===== src/rtl/uc_pkg.sv =====
// rtl/uc_pkg.sv - shared UC opcodes, register/ULA controls and sequencer states
package uc_pkg;

   localparam int UC_FUNC_W = 4;

   localparam logic [UC_FUNC_W-1:0] F_CLR = 4'd0;
   localparam logic [UC_FUNC_W-1:0] F_LD1 = 4'd1;
   localparam logic [UC_FUNC_W-1:0] F_LD2 = 4'd2;
   localparam logic [UC_FUNC_W-1:0] F_LD3 = 4'd3;
   localparam logic [UC_FUNC_W-1:0] F_DIV = 4'd4;
   localparam logic [UC_FUNC_W-1:0] F_DIS = 4'd5;
   localparam logic [UC_FUNC_W-1:0] F_RES = 4'd6;

   // Register controls and ULA controls that UC derives from func
   localparam logic [1:0] REG_HOLD   = 2'd0;
   localparam logic [1:0] REG_LOAD   = 2'd1;
   localparam logic [1:0] REG_SHIFTR = 2'd2;
   localparam logic [1:0] REG_RESET  = 2'd3;
   localparam logic       ULA_DC     = 1'b0;
   localparam logic       ULA_ADD    = 1'b1;

   typedef enum logic [3:0] {
      S_INIT  = 4'd0,
      S_IDLE  = 4'd1,
      S_CLR   = 4'd2,
      S_WAIT1 = 4'd3,
      S_LD1   = 4'd4,
      S_WAIT2 = 4'd5,
      S_LD2   = 4'd6,
      S_WAIT3 = 4'd7,
      S_LD3   = 4'd8,
      S_DIV   = 4'd9,
      S_DIS   = 4'd10,
      S_DONE  = 4'd11,
      S_ABORT = 4'd12
   } seq_state_t;

endpackage


===== src/rtl/uc_sequencer.sv =====
// rtl/uc_sequencer.sv - Moore FSM sequencing one averaging job onto the UC func opcode
module uc_sequencer
   import uc_pkg::*;
#(
   parameter int N_SHIFT = 1,
   parameter int FUNC_W  = 4
)(
   input  logic              clk,
   input  logic              rst,
   input  logic              start,
   input  logic              abort,
   input  logic              in_valid,
   output logic              in_ready,
   output logic [FUNC_W-1:0] func,
   output logic              busy,
   output logic              done
);

   seq_state_t state;
   seq_state_t state_next;
   logic [2:0] div_cnt;
   logic       abortable;

   always_ff @(posedge clk or posedge rst) begin
      if (rst) begin
         state <= S_INIT;
      end else begin
         state <= state_next;
      end
   end

   // DIV length counter: loaded while leaving LD3, counts down inside DIV
   always_ff @(posedge clk or posedge rst) begin
      if (rst) begin
         div_cnt <= 3'd0;
      end else if (state == S_LD3) begin
         div_cnt <= 3'(N_SHIFT - 1);
      end else if (state == S_DIV && div_cnt != 3'd0) begin
         div_cnt <= div_cnt - 3'd1;
      end
   end

   always_comb begin
      abortable  = !(state == S_INIT || state == S_IDLE || state == S_ABORT);
      state_next = state;
      case (state)
         S_INIT:  state_next = S_IDLE;
         S_IDLE:  if (start) state_next = S_CLR;
         S_CLR:   state_next = S_WAIT1;
         S_WAIT1: if (in_valid) state_next = S_LD1;
         S_LD1:   state_next = S_WAIT2;
         S_WAIT2: if (in_valid) state_next = S_LD2;
         S_LD2:   state_next = S_WAIT3;
         S_WAIT3: if (in_valid) state_next = S_LD3;
         S_LD3:   state_next = S_DIV;
         S_DIV:   if (div_cnt == 3'd0) state_next = S_DIS;
         S_DIS:   state_next = S_DONE;
         S_DONE:  state_next = S_IDLE;
         S_ABORT: state_next = S_IDLE;
         default: state_next = S_INIT;
      endcase
      // abort overrides every busy-state transition, including operand and DIV exits
      if (abort && abortable) begin
         state_next = S_ABORT;
      end
   end

   always_comb begin
      func     = FUNC_W'(F_CLR);
      in_ready = 1'b0;
      busy     = 1'b1;
      done     = 1'b0;
      case (state)
         S_INIT:  busy = 1'b0;
         S_IDLE:  begin func = FUNC_W'(F_RES); busy = 1'b0; end
         S_CLR:   func = FUNC_W'(F_CLR);
         S_WAIT1,
         S_WAIT2,
         S_WAIT3: begin func = FUNC_W'(F_RES); in_ready = 1'b1; end
         S_LD1:   func = FUNC_W'(F_LD1);
         S_LD2:   func = FUNC_W'(F_LD2);
         S_LD3:   func = FUNC_W'(F_LD3);
         S_DIV:   func = FUNC_W'(F_DIV);
         S_DIS:   func = FUNC_W'(F_DIS);
         S_DONE:  begin func = FUNC_W'(F_RES); done = 1'b1; end
         S_ABORT: func = FUNC_W'(F_CLR);
         default: begin func = FUNC_W'(F_CLR); busy = 1'b0; end
      endcase
   end

endmodule


===== config.mk =====
export PLATFORM = sky130hd
export DESIGN_NAME = uc_sequencer
export DESIGN_NICKNAME = d
export VERILOG_FILES = /design/src/rtl/uc_pkg.sv /design/src/rtl/uc_sequencer.sv
export SDC_FILE = /design/constraint.sdc
export NUM_CORES = 1
export LEC_CHECK = 0
export BUFFER_PORTS_ARGS = -buffer_cell sky130_fd_sc_hd__buf_4
export CAP_MARGIN = 20
export CORE_UTILIZATION = 45
export DETAILED_ROUTE_END_ITERATION = 16
export PLACE_DENSITY = 0.7
export SLEW_MARGIN = 5
export SYNTH_ARGS = -nofsm -noshare
export SYNTH_HDL_FRONTEND = slang
export SYNTH_SLANG_ARGS = --single-unit

===== constraint.sdc =====
create_clock -name clk -period 2.1 [get_ports clk]
set_input_delay 0.63 -clock clk [delete_from_list [all_inputs] [get_ports clk]]
set_output_delay 0.63 -clock clk [all_outputs]
set_load 0.01 [all_outputs]

==> results.md, run 1 <==
* Status: complete, no violations
* Final TNS setup at 0 ns
* First-pass GRT wire length at 2297 um
* Die width at 39.36 um
* Largest net degree at the start of global routing at 18
* Drt pass-1 iters at 6
* Post-Place Cells at 102
* Layout area overhead at 17.13%
* Most used cell, CP: buf_4
* Die ar. at 1549 um^2
* Max Freq at 495.7 MHz
* CP max stage delay at 0.39 ns
* Sw frac at 44.75%
* Yosys cell types at 33
* CP arrival at 1.39 ns
* Hold Path Class: input pin to asynchronous set/reset pin
* Post-synthesis sequential area ratio at 27.89%
* Dpl cell area at 690.7 um^2
* Switch Pwr at 465.9 uW
* Pwr/cell area at 1415 nW/um^2
* Pleak at 0.3270 nW
* Final ANT Viol Nets at 0
* Pins Over Slew Limit at 0
* VDD IR-drop max at 0.0006475 V
* Crit path max fanout at 9
* IO Pins at 12
* Fin. Hold Viols at 0
* Detailed placement HPWL at 966.9 um
* Vias per cell at 5.769
* Req. time, crit path at 1.47 ns
* Setup WS post-layout at 0.08268 ns
* Sequential share of power at 25.8%
* Core Rows at 13
* DRC Markers at 0
* Design area at 735.7 um^2
* Mean Syn Cell Area at 7.567 um^2
* Port Buffer Count at 10
* Cell Area, Synth at 628.1 um^2
* Starting DRT DRC Count at 13
* RSZ-0062 raised after global routing: no
* Crit share post-route at 96.06%
* Initial Util at 48.27%
* Yosys top cell by area: dfrtp_1
* Post-layout util at 56.54%
* GRT Util Overall at 21.73%
* Pre-CTS WS at 0.2360 ns
* Die Y at 39.36 um
* Post-Syn Nets at 90
* P_int at 575.1 uW
* Share of cells above drive strength 1 at 22.58%
* Fin Clk Skew at 0.005033 ns
* CTS Hold Buffers Added at 0
* Clock transition at path regs at 0.05 ns
* Clock sink total at 7
* CTS Buffer Depth at 2
* Clock Latency Late Sink at 0.25 ns
* Final Hold Slack at 0.3142 ns
* Post-Route WL at 1394 um
* Critical Path Source Type: register
* Vias in the first global route at 518
* CTS tree: yes
* Crit end category: output port
* Post-Synthesis Cells at 83
* Cells along the critical path: clkinv_1, buf_4, nor3_1, buf_4
* Largest cells by area after synthesis: dfrtp_1 (28%), a21oi_1 (7.2%), o21ai_0 (5.6%)
* Total CTS buffers at 3
* Yosys top cell area share at 27.89%
* N_diodes at 0
* Highest-delay cell along the critical path: dfrtp_1
* Clock H-tree levels at 1
* Nets at 101
* Non-filler cells, final at 108
* GRT overflow at 0
* Logic gate share of total power at 62.6%
* Worst Path Buf+Inv at 3
* #FFs+latches synth at 7
* Clock root buffer: clkbuf_4
* Total power at 1.041 mW
* Gpl congestion at 0.7942
* Post-layout minimum cycle time at 2.017 ns
* Core Area at 1301 um^2
* Critical path type: register to output port
* Max-Cap Viols at 0
* Avg WL per Cell at 12.91 um
* Crit-path leading delay family: buffers and inverters
* Warnings, synthesis at 0
* Initial antenna violation count at 0
* Final setup viols at 0
* Clock power frac at 11.6%
* Via count at 623
-- power by group through the flow --
stage	registers, mW	clock network, mW	logic, mW
floorplan	0.198	0	0.500
global placement	0.273	0	0.600
detailed placement	0.275	0	0.607
CTS	0.278	0.123	0.611
global route	0.277	0.135	0.714
finish	0.269	0.121	0.651
-- registers in the layout (all words and copies together), names as in the netlist --
register and flops:
state 4, div_cnt 3
-- area by class of cell --
type | instances | area [um^2]
Sequential cell | 7 | 178.9
Timing Repair Buffer | 15 | 112.6
Tap cell | 15 | 18.77
Inverter | 7 | 26.28
Clock buffer | 4 | 26.28
Multi-Input combinational cell | 60 | 372.9
Fill cell | 132 | 565.5
-- worst reg2reg max path, cell delays in order (launching register included) --
cell and delay [ns]:
dfrtp_1 0.40, inv_1 0.07, ha_1 0.15, ha_1 0.27
mux2i_1 0.11, a32o_1 0.27, o41ai_1 0.34
-- layout by cell type (no fill, tap or decap), types with 2 or more instances in the layout --
cell,Yosys,routed
clkbuf_4,0,3
a2bb2oi_1,2,2
nand2_1,5,5
a21oi_1,9,9
mux2i_1,3,3
nor2_1,8,8
buf_4,1,15
dfrtp_1,7,4
nor2b_1,2,2
o21ai_0,7,7
nor3_1,4,4
dfrtp_2,0,3
ha_1,2,2
inv_1,6,6
o22ai_1,2,2
-- layer usage --
layer | part of all wire, % | track usage, % | routed length, um
met1 | 48 | 28.97 | 669
met2 | 46 | 32.08 | 641
met3 | 2.9 | 3.977 | 40
met4 | 3.0 | 12.93 | 42
met5 | 0 | 0 | 0
-- worst paths after layout --
| check | startpoint | end | slack (ns) | depth (start not counted) |
|---|---|---|---|---|
| hold / removal | rst | state[0]$_DFFE_PP0P_ | 0.31 | 2 |
| setup reg to reg | div_cnt[0]$_DFFE_PP0P_ | state[1]$_DFFE_PP0P_ | 0.38 | 6 |
| max in group asynchronous | rst | state[3]$_DFFE_PP0P_ | 1.54 | 2 |
| hold reg to reg | div_cnt[1]$_DFFE_PP0P_ | div_cnt[1]$_DFFE_PP0P_ | 0.50 | 2 |
| min in group clk | div_cnt[1]$_DFFE_PP0P_ | div_cnt[1]$_DFFE_PP0P_ | 0.50 | 2 |
| setup / recovery | state[0]$_DFFE_PP0P_ | in_ready | 0.08 | 4 |
-- synth_stat cells, drive strengths merged --
cell and instances:
a21oi 9, o221ai 1, nand2 5, clkbuf 5, o21ai 7, clkinv 1
and2 1, nor3b 1, a21o 1, nand2b 1, a41oi 1, maj3 1
or3b 1, or4 1, conb 1, nor2 8, a32o 1, o211ai 1
inv 6, a2bb2oi 2, o41ai 1, buf 4, o22ai 2, and4 1
dfrtp 7, nor2b 2, mux2i 3, a311oi 1, o21bai 1, nor3 4
ha 2
-- timing repair --
| action | in CTS | in global routing |
|---|---|---|
| endpoints found under the setup margin | 1 | 3 |
| setup buffers | 0 | 2 |
| resized for setup | 2 | 1 |
| pin swaps | 0 | 0 |
-- logic make-up (layout without fill, tap and decap cells) --
logic type                 count (synthesis)  after routing  synth area share (%)
buffers and inverters                     16             26                 12.75
AOI/OAI and AO/OA                         28             28                 28.29
adders and majority gates                  3              3                 5.577
DFF                                        7              7                 27.89
muxes                                      3              3                 4.781
and+or+nand+nor                           25             25                 20.12
other                                      1              1                0.5970
Note: power is estimated with default switching activity, not from simulation.
==> inputs of run 2 (changes only) <==
- BUFFER_PORTS_ARGS: -buffer_cell sky130_fd_sc_hd__buf_4 -> -buffer_cell sky130_fd_sc_hd__buf_2
==> results.md, run 2 (synthesized netlist as in run 1, its figures left out) <==
* Status: finished with violations
* Failing checks: DRC
* CTS Hold Buffers Added at 0 (unchanged)
* N_diodes at 0 (unchanged)
* Clock root buffer: clkbuf_4
* Critical path type: register to output port
* Core Area at 1301 um^2 (unchanged)
* Critical Path Source Type: register
* Crit share post-route at 96.48% (+0.41 points)
* First-pass GRT wire length at 2235 um (-2.7%)
* Die width at 39.36 um (unchanged)
* Crit path launch: state[0]$_DFFE_PP0P_
* Total CTS buffers at 3 (unchanged)
* Crit path max fanout at 3 (-6)
* Layout area overhead at 20.12%
* P_int at 596.7 uW (+3.8%)
* Share of cells above drive strength 1 at 30.21% (+7.6 points)
* Most frequent cells in the layout: buf_2 (10), a21oi_1 (9), buf_4 (8)
* CTS tree: yes
* Crit end category: output port
* Starting DRT DRC Count at 23 (+10)
* Largest register FFs at 4 (unchanged)
* Fin. Hold Viols at 0 (unchanged)
* Pins Over Slew Limit at 0 (unchanged)
* Clock power frac at 11.4% (-0.2 points)
* Vias per cell at 5.802 (+0.58%)
* Biggest register: state
* Final ANT Viol Nets at 0 (unchanged)
* Die ar. at 1549 um^2 (unchanged)
* Final TNS setup at 0 ns (unchanged)
* IO Pins at 12 (unchanged)
* GRT Util Overall at 21.71% (-0.026 points)
* GRT overflow at 0 (unchanged)
* Clock Latency Late Sink at 0.25 ns (about the same)
* Port Buffer Count at 10 (unchanged)
* Post-Route WL at 1496 um (+7.3%)
* VDD IR-drop max at 0.0006614 V (+2.1%)
* Commonest non-fill, non-tap cell in the layout: buf_2
* Max Freq at 493.6 MHz (-0.43%)
* RSZ-0062 raised after global routing: no
* Switch Pwr at 497.6 uW (+6.8%)
* Pwr/cell area at 1450 nW/um^2 (+2.5%)
* RR Startpoint: div_cnt[0]$_DFFE_PP0P_
* Initial antenna violation count at 0 (unchanged)
* Logic gate share of total power at 64.2% (+1.6 points)
* Initial Util at 48.27% (unchanged)
* Sequential share of power at 24.5% (-1.3 points)
* CTS Buffer Depth at 2 (unchanged)
* Clock H-tree levels at 1 (unchanged)
* Hold Path Class: input pin to asynchronous set/reset pin
* Drt pass-1 iters at 10 (+4)
* Detailed placement HPWL at 1002 um (+3.6%)
* Sw frac at 45.47% (+0.72 points)
* Clock transition at path regs at 0.06 ns (about the same)
* Via count at 644 (+3.4%)
* Final setup viols at 0 (unchanged)
* Post-layout minimum cycle time at 2.026 ns (+0.008695 ns)
* Largest net degree at the start of global routing at 18 (unchanged)
* Gpl congestion at 0.8653 (+9.0%)
* Nets at 104 (+3.0%)
* Vias in the first global route at 503 (-2.9%)
* Die Y at 39.36 um (unchanged)
* Max-Cap Viols at 0 (unchanged)
* Fill cells at 136 (+3.0%)
* Req. time, crit path at 1.47 ns (about the same)
* Clock sink total at 7 (unchanged)
* CP arrival at 1.40 ns (about the same)
* Avg WL per Cell at 13.48 um (+4.4%)
* DRC Markers at 2 (+2)
* Core Rows at 13 (unchanged)
* Final Hold Slack at 0.3034 ns (-0.01087 ns)
* Pleak at 0.3451 nW (+5.5%)
* Fin Clk Skew at 0.005310 ns (+0.0002764 ns)
* Largest regs: state x4, div_cnt x3
## run 2: path summary, 6_finish.rpt
path / to / cells past startpoint / slack (ns)
min in group clk: div_cnt[1]$_DFFE_PP0P_ / 2 / 0.50
hold reg to reg: div_cnt[1]$_DFFE_PP0P_ / 2 / 0.50
hold / removal: div_cnt[2]$_DFFE_PP0P_ / 2 / 0.30
setup reg to reg: state[1]$_DFFE_PP0P_ / 6 / 0.44
max in group asynchronous: state[1]$_DFFE_PP0P_ / 2 / 1.55
setup / recovery: func[1] / 4 / 0.07
## run 2: area by class of cell
cell class | instances | area [um^2] | share of cell area [%]
Clock buffer | 4 | 26.28 | 3.483
Inverter | 7 | 26.28 | 3.483
Multi-Input combinational cell | 60 | 394.1 | 52.24
Sequential cell | 7 | 178.9 | 23.71
Tap cell | 15 | 18.77 | 2.488
Timing Repair Buffer | 18 | 110.1 | 14.59
## run 2: power by group through the flow
stage	sequential [mW]	clock (mW)	combinational, mW
2_1_floorplan	0.198	0	0.500
3_3_place_gp	0.250	0	0.610
3_5_place_dp	0.251	0	0.610
4_1_cts	0.249	0.128	0.615
5_1_grt	0.272	0.136	0.767
6_report	0.268	0.125	0.702
## run 2: stage by stage
stage,instance area [um^2],utilization [%],setup slack [ns],instances,total power [mW]
after floorplan,628.1,-,0.2787,83,0.6979
after global placement,680.7,52.31,0.3101,104,0.8601
after detailed placement,680.7,52.31,0.2958,104,0.8611
after CTS,706.9,54.33,0.01913,108,0.9925
after global routing,754.5,57.98,0.02267,111,1.174
final,754.5,57.98,0.07398,111,1.094
## run 2: repair_timing
action,4_1_cts,5_1_grt
setup endpoints to repair,0,3
resized for setup,0,8
buffers inserted,0,3
## run 2: critical path: stages, from the launching register on
cell and delay [ns]:
dfrtp_1 0.40, nand2b_4 0.16, nor3b_2 0.15, a311oi_2 0.26
buf_2 0.17
## run 2: layer usage
metal	track usage (%)	up-vias	wire, um
met5	0	-	0
li1	-	318	-
met2	34.17	31	726
met1	27.15	293	675
met3	3.977	2	89
met4	12.93	0	5
==> inputs of run 3 (changes only) <==
- BUFFER_PORTS_ARGS: -buffer_cell sky130_fd_sc_hd__buf_2 -> unset
- DONT_BUFFER_PORTS: unset -> 1
- PLACE_DENSITY: 0.7 -> 0.63
- clock period: 2.1 -> 2.3 ns (I/O delays scaled with it)
==> results.md, run 3 (synthesized netlist as in run 1, its figures left out) <==
* Cells along the critical path: inv_1, a311oi_1, buf_4
* Crit path max fanout at 12 (+9)
* CTS Buffer Depth at 2 (unchanged)
* Clock sink total at 7 (unchanged)
* Total CTS buffers at 3 (unchanged)
* Critical path type: register to output port
* Core Rows at 13 (unchanged)
* GRT Util Overall at 20.21% (-1.5 points)
* Hold Path Class: input pin to asynchronous set/reset pin
* Biggest register: state
* Pwr/cell area at 1295 nW/um^2 (-11%)
* Fin Clk Skew at 0.008063 ns (+0.002754 ns)
* Initial antenna violation count at 0 (unchanged)
* Crit share post-route at 91.96%
* CP max stage delay at 0.55 ns (+0.15 ns)
* Final Hold Slack at 0.2474 ns (-0.05598 ns)
* CP arrival at 1.43 ns (+0.03 ns)
* Die width at 39.36 um (unchanged)
* Die Y at 39.36 um (unchanged)
* Nets at 91 (-13%)
* Clock root buffer: clkbuf_4
* Max Freq at 472.8 MHz
* Clock H-tree levels at 1 (unchanged)
* Port Buffer Count at 0 (-10)
* Pleak at 0.2794 nW (-19%)
* Vias per cell at 5.755 (-0.80%)
* Final setup viols at 0 (unchanged)
* Total power at 852.4 uW (-22%)
* GRT overflow at 0 (unchanged)
* Starting DRT DRC Count at 10 (-57%)
* Die ar. at 1549 um^2 (unchanged)
* Clock Latency Late Sink at 0.26 ns (about the same)
* Crit end category: output port
* Largest net degree at the start of global routing at 18 (unchanged)
* Via count at 564 (-12%)
* CTS tree: yes
* Share of cells above drive strength 1 at 10.84% (-19 points)
* Post-Route WL at 1243 um (-17%)
* Initial Util at 48.27% (unchanged)
* Status: complete, no violations
* Detailed placement HPWL at 920.4 um (-8.1%)
* VDD IR-drop max at 0.0006364 V (-3.8%)
* DRC Markers at 0 (-2)
* Final TNS setup at 0 ns (unchanged)
* Setup WS post-layout at 0.1849 ns (+0.1109 ns)
* Pins Over Slew Limit at 0 (unchanged)
* Pre-CTS WS at 0.3676 ns (+0.07179 ns)
* Fin. Hold Viols at 0 (unchanged)
* Core Area at 1301 um^2 (unchanged)
* N_diodes at 0 (unchanged)
* RSZ-0062 raised after global routing: no
* Critical Path Source Type: register
* Final ANT Viol Nets at 0 (unchanged)
* Setup Fix Bufs, Post-CTS at 0 (unchanged)
* Highest-delay cell along the critical path: dfrtp_1
* Layout area overhead at 4.781%
* Post-layout minimum cycle time at 2.115 ns
* Clock transition at path regs at 0.06 ns (about the same)
* Vias in the first global route at 472 (-6.2%)
* Gpl congestion at 0.8315 (-3.9%)
* Post-CTS Resized at 0 (unchanged)
* Most frequent cells in the layout: a21oi_1 (9), nor2_1 (8), o21ai_0 (7)
* First-pass GRT wire length at 2070 um (-7.4%)
* Drt pass-1 iters at 4 (-6)
* Fill cells at 132 (-2.9%)
* Req. time, crit path at 1.61 ns (+0.14 ns)
* Largest regs: state x4, div_cnt x3
* Max-Cap Viols at 0 (unchanged)
* Largest register FFs at 4 (unchanged)
* Commonest non-fill, non-tap cell in the layout: a21oi_1
* Avg WL per Cell at 12.68 um (-5.9%)
* IO Pins at 12 (unchanged)
* CTS Hold Buffers Added at 0 (unchanged)
## run 3: cell count changes in the layout (fill, tap and decap cells not counted), sizes merged
cell | previous run | this run
buf | 18 | 5
inv | 7 | 6
clkinv | 0 | 1
## run 3: metrics by stage
step | cell area, um^2 | utilization, % | instances
finish | 658.1 | 50.58 | 98
global route | 658.1 | 50.58 | 98
CTS | 656.9 | 50.48 | 98
detailed placement | 630.6 | 48.46 | 94
global placement | 630.6 | 48.46 | 94
floorplan | 628.1 | - | 83
## run 3: layout make-up
| cell class | instances | area, um^2 | share of cell area, % |
|---|---|---|---|
| multi-input cells | 60 | 372.9 | 56.65 |
| flip-flops and latches | 7 | 176.4 | 26.81 |
| repair buffers | 5 | 37.54 | 5.703 |
| clock buffers | 4 | 26.28 | 3.992 |
| inverters | 7 | 26.28 | 3.992 |
| well taps | 15 | 18.77 | 2.852 |
## run 3: worst paths after layout
kind                                         from                     end  slack [ns]  depth (start not counted)
hold / removal                                rst  div_cnt[1]$_DFFE_PP0P_        0.25                          1
min in group clk           div_cnt[1]$_DFFE_PP0P_  div_cnt[1]$_DFFE_PP0P_        0.53                          2
max in group asynchronous                     rst    state[3]$_DFFE_PP0P_        1.81                          1
hold reg to reg            div_cnt[1]$_DFFE_PP0P_  div_cnt[1]$_DFFE_PP0P_        0.53                          2
setup / recovery             state[2]$_DFFE_PP0P_                 func[1]        0.18                          3
setup reg to reg             state[2]$_DFFE_PP0P_  div_cnt[2]$_DFFE_PP0P_        0.59                          4
## run 3: layer usage
layer,GRT usage (%),up-vias,routed length [um]
met2,26.25,13,524
met1,29.41,253,642
met4,10.34,0,19
met3,5.682,5,56
met5,0,-,0
li1,-,293,-
## run 3: worst max-delay path: cells and delay by family (launching register included)
kind | cells | cell delay [ns]
compound gates | 1 | 0.29
buf+inv | 2 | 0.33
flops | 1 | 0.55
## run 3: where the power goes
group | internal, mW | switching (mW)
clock network | 0.0664 | 0.0485
logic | 0.229 | 0.263
registers | 0.158 | 0.0871
total | 0.454 | 0.399
